==> src/rtl/mips_register_file.sv <==
// MIPS general-purpose register file: 32 registers, two combinational read ports,
// one synchronous write port, register 0 hardwired to zero, optional write-to-read bypass.
module mips_register_file #(
    parameter int DATA_WIDTH = 32,
    parameter int ADDR_WIDTH = 5,
    parameter int BYPASS     = 0
) (
    output logic [DATA_WIDTH-1:0] ReadData1,
    output logic [DATA_WIDTH-1:0] ReadData2,
    input  logic [ADDR_WIDTH-1:0] ReadReg1,
    input  logic [ADDR_WIDTH-1:0] ReadReg2,
    input  logic [ADDR_WIDTH-1:0] WriteReg,
    input  logic [DATA_WIDTH-1:0] WriteData,
    input  logic                  RegWrite,
    input  logic                  clk,
    input  logic                  rst
);

    localparam int DEPTH = 2 ** ADDR_WIDTH;

    logic [DATA_WIDTH-1:0] regs_q [DEPTH];
    logic [DATA_WIDTH-1:0] regs_d [DEPTH];

    // Entry 0 is forced to zero so a write to it can never stick.
    always_comb begin
        for (int i = 0; i < DEPTH; i++) begin
            regs_d[i] = regs_q[i];
        end
        if (RegWrite) begin
            regs_d[WriteReg] = WriteData;
        end
        regs_d[0] = '0;
    end

    always_ff @(posedge clk) begin
        if (rst) begin
            for (int i = 0; i < DEPTH; i++) begin
                regs_q[i] <= '0;
            end
        end else begin
            for (int i = 0; i < DEPTH; i++) begin
                regs_q[i] <= regs_d[i];
            end
        end
    end

    always_comb begin
        ReadData1 = regs_q[ReadReg1];
        if ((BYPASS != 0) && RegWrite && (ReadReg1 == WriteReg)) begin
            ReadData1 = WriteData;
        end
        if (ReadReg1 == '0) begin
            ReadData1 = '0;
        end
    end

    always_comb begin
        ReadData2 = regs_q[ReadReg2];
        if ((BYPASS != 0) && RegWrite && (ReadReg2 == WriteReg)) begin
            ReadData2 = WriteData;
        end
        if (ReadReg2 == '0) begin
            ReadData2 = '0;
        end
    end

endmodule

==> config.mk <==
export PLATFORM = sky130hd
export DESIGN_NAME = mips_register_file
export DESIGN_NICKNAME = d
export VERILOG_FILES = /design/src/rtl/mips_register_file.sv
export SDC_FILE = /design/constraint.sdc
export NUM_CORES = 2
export LEC_CHECK = 0
export CAP_MARGIN = 25
export CELL_PAD_IN_SITES_DETAIL_PLACEMENT = 1
export CELL_PAD_IN_SITES_GLOBAL_PLACEMENT = 1
export CORE_AREA = 2 2 266 373
export CTS_BUF_LIST = sky130_fd_sc_hd__clkbuf_16
export CTS_CLUSTER_DIAMETER = 30
export DETAILED_ROUTE_END_ITERATION = 10
export DIE_AREA = 0 0 268 375
export PLACE_DENSITY_LB_ADDON = 0.1
export SYNTH_ARGS = -nofsm -noshare
export SYNTH_HDL_FRONTEND = slang
export SYNTH_SLANG_ARGS = --single-unit
==> constraint.sdc <==
create_clock -name clk -period 3.2 [get_ports clk]
set_clock_uncertainty 0.15 [all_clocks]
set_input_delay 0.48 -clock clk [delete_from_list [all_inputs] [get_ports clk]]
set_output_delay 0.48 -clock clk [all_outputs]
set_load 0.01 [all_outputs]
# Yosys cells after proc, flatten, opt, wreduce, memory -nomap -nowiden
# Memory sizes are Yosys's and may differ from the RTL's.
# Index checks and enable logic that the tools add are counted.
[totals]
ramBits = 1024
out_inout_bits = 64
elab_cells = 80
ff_bits = 0
n_memories = 1
input_bits = 50
[mem_list]
columns = ["name", "depth", "word_bits", "read_ports", "rd_ports_with_merged_regs", "write_ports", "line_no", "rtl"]
rows = [
  ["regs_q", 32, 32, 34, 0, 32, "21", "logic [DATA_WIDTH-1:0] regs_q [DEPTH];"],
]
[classes]
magnitude_cmp = 2
muxes = 41
n_reduce_logical = 3
n_bitwise = 33
[op_table]
columns = ["op", "count"]
rows = [
  ["32-bit 2-to-1 mux", 35],
  ["1024-bit bitwise mux", 1],
  ["992-bit 2-to-1 mux", 1],
  ["32-bit demux with 5-bit select", 1],
  ["1-bit bitwise OR", 32],
  ["5-bit zero test", 2],
  ["6-bit >= comparator, second input constant", 1],
  ["6-bit by 1-bit < comparator with 1-bit output, second input constant", 1],
  ["5-bit inverter with 6-bit output", 1],
  ["1-bit 2-to-1 mux", 3],
  ["1-bit logical AND", 1],
]

# Depth between registers and ports, before layout
[depth]
depth_word = 8
depth_mapped = 8
mapped_depth_nobuf = 4

# Worst setup path before layout
# Ideal clock, no wire load.
[synth_path]
path_type = "input -> output"
start = "in ReadReg2[0]"
end = "out ReadData2[20]"
setup_slack_ps = 668
arrival_time_ps = 1902
required_time_ps = 2570
path_buffers = 3
path_stages = 6
cell_sequence = "buf_2 -> buf_4 -> buf_2 -> mux4_2 -> a22oi_1 -> nand4_1"
[synth_via]
elab_chain_cells = 2
word_cells_on_any_way = 3
classes_between = "mux (1); reduce/logical (1); memory (1)"
[synth_lines]
columns = ["element", "line_no", "rtl"]
rows = [
  ["start, declared", "11", "input logic [ADDR_WIDTH-1:0] ReadReg2,"],
  ["memory 32 x 32 bit or 5-bit zero test (tied branches)", "--", ""],
  ["32-bit 2-to-1 mux *", "62", "if (ReadReg2 == '0) begin"],
  ["end, declared", "9", "output logic [DATA_WIDTH-1:0] ReadData2,"],
]
# Every way passes the cells marked *; elsewhere a longest branch is shown, timed or not.

# Final worst setup path
[layout_path]
start = "in ReadReg1[1]"
end = "out ReadData1[30]"
[layout_via]
elab_chain_cells = 2
word_cells_on_any_way = 3
classes_between = "mux (1); reduce/logical (1); memory (1)"
[layout_lines]
columns = ["element", "line_no", "rtl"]
rows = [
  ["start, declared", "10", "input logic [ADDR_WIDTH-1:0] ReadReg1,"],
  ["memory 32 x 32 bit or 5-bit zero test (tied branches)", "--", ""],
  ["32-bit 2-to-1 mux *", "52", "if (ReadReg1 == '0) begin"],
  ["end, declared", "8", "output logic [DATA_WIDTH-1:0] ReadData1,"],
]
# Marks and branches as above.

==> flow_summary.ini <==
[global_route]
grt_pass1_wl_mm = 372
gr-usage-met2 = 0.746
grt_pass1_vias = 56552
gr-usage-met3 = 0.196
use_met1 = 0.572
busiest_layer = met2
grt_overflow = 0
grt_usage = 0.509
grt_antenna_before_repair = 21
grt_max_degree = 107

[place]
routabilityCongestion = 0.942
portBuffers = 113
hpwl_mm = 152
place_area_um2 = 56400

[cells_and_area]
finish.utilization = 0.647
area_growth_pct = 25.8
final_common_cell = nand2_1
top_register = regs_q
reg_top3 = regs_q x992
drive_gt1_frac = 0.225
largest_reg_flops = 992
mostFrequentLayoutCells = 1999 x nand2_1, 1002 x a21oi_1, 968 x dfxtp_1
design_area_um2 = 63100
fin_nets = 6133

[worst_setup_path]
r2r_setup_slack_ns = 2.07
endpoint_kind = primary output
cp-start-kind = primary input
crit_fanout = 28
worstPathRequired_ns = 2.57
critPathKind = in2out
critPathArrivalTime_ns = 2.58

[routing]
post-route-drc-count = 0
routed_wl_mm = 260
vias = 53869
ant_nets = 0
drtIter0Drc = 7388
wl_per_cell_um = 34.4
drt_first_pass_iters = 6
via_per_inst = 7.13

[floorplanning]
core_area_um2 = 97500
rows = 136
initial_core_util = 0.514
die_h_um = 375
pin_count = 114
die_w_um = 268
die_area_um2 = 101000

[flow_run]
drv_cap = 0

[timing]
post-route-min-period_ns = 3.21
setup_viol = 1
fin_ws_ns = -0.0126
fin_crit_sh = 1.00
final-max-slew-violation-count = 0
fin_tns_setup_ns = -0.0126
worstMarginPinSlew_ns = 0.821
slew_headroom = 0.453
finalHoldViolCount = 0
max_freq_ghz = 0.311

[clocking]
clock-sinks = 992
ctsHtreeMaxLevel = 4
cts_tree = yes
clk_pin_slew_worst_paths_ns = 0.05
cts_max_path_buffers = 3
root_buffer = clkbuf_16
cts_buffers = 182
clk-insertion-delay-late_ns = 0.79

[pwr]
irDropWorstVdd_mv = 0.523
power_density_nw_per_um2 = 552
leakagePower_nw = 22.2

[logic_synthesis]
synth-simple-area-share = 0.183
synth.yosys.seq_area_share = 0.396
synthesis.area_um2 = 50100
synth_top_family_by_area = multiplexers
synthXorXnorAreaFrac = 0
ys_warn_count = 0
synth_mux_area_frac = 0.223
postSynthCellCount = 5878
synth_nets = 5928
ys_ff_latch = 992
synthAdderAreaFrac = 0
synth_compound_area_frac = 0.142
yosysUniqueCellTypes = 36
avgSynthCellArea_um2 = 8.53

[status]
violations = setup timing
status = finished, violations left

[worst_hold_path]
hold_path.class = in2reg
[synthesized netlist by cell type]
master     count  area, µm²
buf_1          4       15.0
a2111oi_0     32        280
dfxtp_1      992      19900
or2_2          2       12.5
nand4b_1       5       43.8
buf_2        139        696
and3b_1        5       43.8
mux2i_1      264       2640
mux2_2        96       1080
nor3_1        38        190
clkinv_1       1       3.75
or3_1         27        169
clkbuf_1     365       1370
nor3b_1        5       37.5
nand3_1       45        225
nor2_2        11       68.8
clkbuf_4       3       22.5
nand2_1     2032       7630
buf_6         20        225
or3b_2         3       26.3
or3b_1         1       8.76
a221oi_1      32        280
nor2_4         7       78.8
nand2b_1       5       31.3
nor2_1        79        297
and3_1         3       18.8
o22ai_1       96        601
nor2b_1        5       31.3
and2_0         2       12.5
mux4_2       332       7480
nand3b_1       6       45.0
a22oi_1      123        923
nand4_1       32        200
buf_4         62        465
a21oi_1     1002       5010
and2_1         2       12.5
[cell type report]
class	count	area [µm²]
timing repair buffer	614	7220
tap	1311	1640
clock inverter	147	1270
inverter	1	3.75
fill	10835	34400
multi-input combinational	4292	28300
clock buffer	187	4680
antenna	11	27.5
sequential	992	19900
[metal layers]
layer,share of wire,vias up
li1,-,20994
met1,0.33,26437
met2,0.43,4649
met3,0.13,1769
met4,0.10,20
met5,0.00048,-
[per-stage QoR]
stage	setup WS (ns)	power (mW)	instances	hold WS [ns]
after floorplan	0.668	14.2	5878	0.293
after global placement	-0.616	15.7	7204	0.301
after detailed placement	-0.624	15.7	7204	0.310
after CTS	-0.126	34.5	7545	0.0540
after global routing	-0.00741	35.4	7547	0.0740
final	-0.0126	34.8	7555	0.0798
[repair_timing]
action	in CTS	in global routing
setup buffers	5	0
pin swaps	12	9
endpoints found under the setup margin	62	30
gates cloned	2	0
hold buffers	0	0
resized for setup	174	73
[report_power, final]
| part | switching [mW] | internal, mW |
|---|---|---|
| clock network | 7.22 | 11.8 |
| registers | 0.0859 | 12.5 |
| logic | 2.01 | 1.18 |
| total | 9.32 | 25.5 |
[critical path, cell delays in order]
cell and delay (ns):
clkbuf_8 0.18, buf_12 0.28, buf_4 0.20, mux2i_1 0.30, o22ai_1 0.20, a2111oi_4 0.40, nor3_4 0.12, buf_4 0.16
clkdlybuf4s15_1 0.22
[logic make-up after synthesis]
logic type / after synthesis
AOI/OAI and AO/OA: 1285
buffers and inverters: 594
DFF: 992
muxes: 692
and+or+nand+nor: 2315
[final timing paths]
check             cells after the start                          end                        start
setup / recovery                      9                ReadData1[30]                  ReadReg1[1]
hold / removal                        2    regs_q[2][3]$_SDFFE_PP0P_                          rst
setup reg to reg                      2    regs_q[4][1]$_SDFFE_PP0P_    regs_q[4][1]$_SDFFE_PP0P_
hold reg to reg                       2  regs_q[12][25]$_SDFFE_PP0P_  regs_q[12][25]$_SDFFE_PP0P_
No activity file was read; power rests on OpenSTA's default activity.
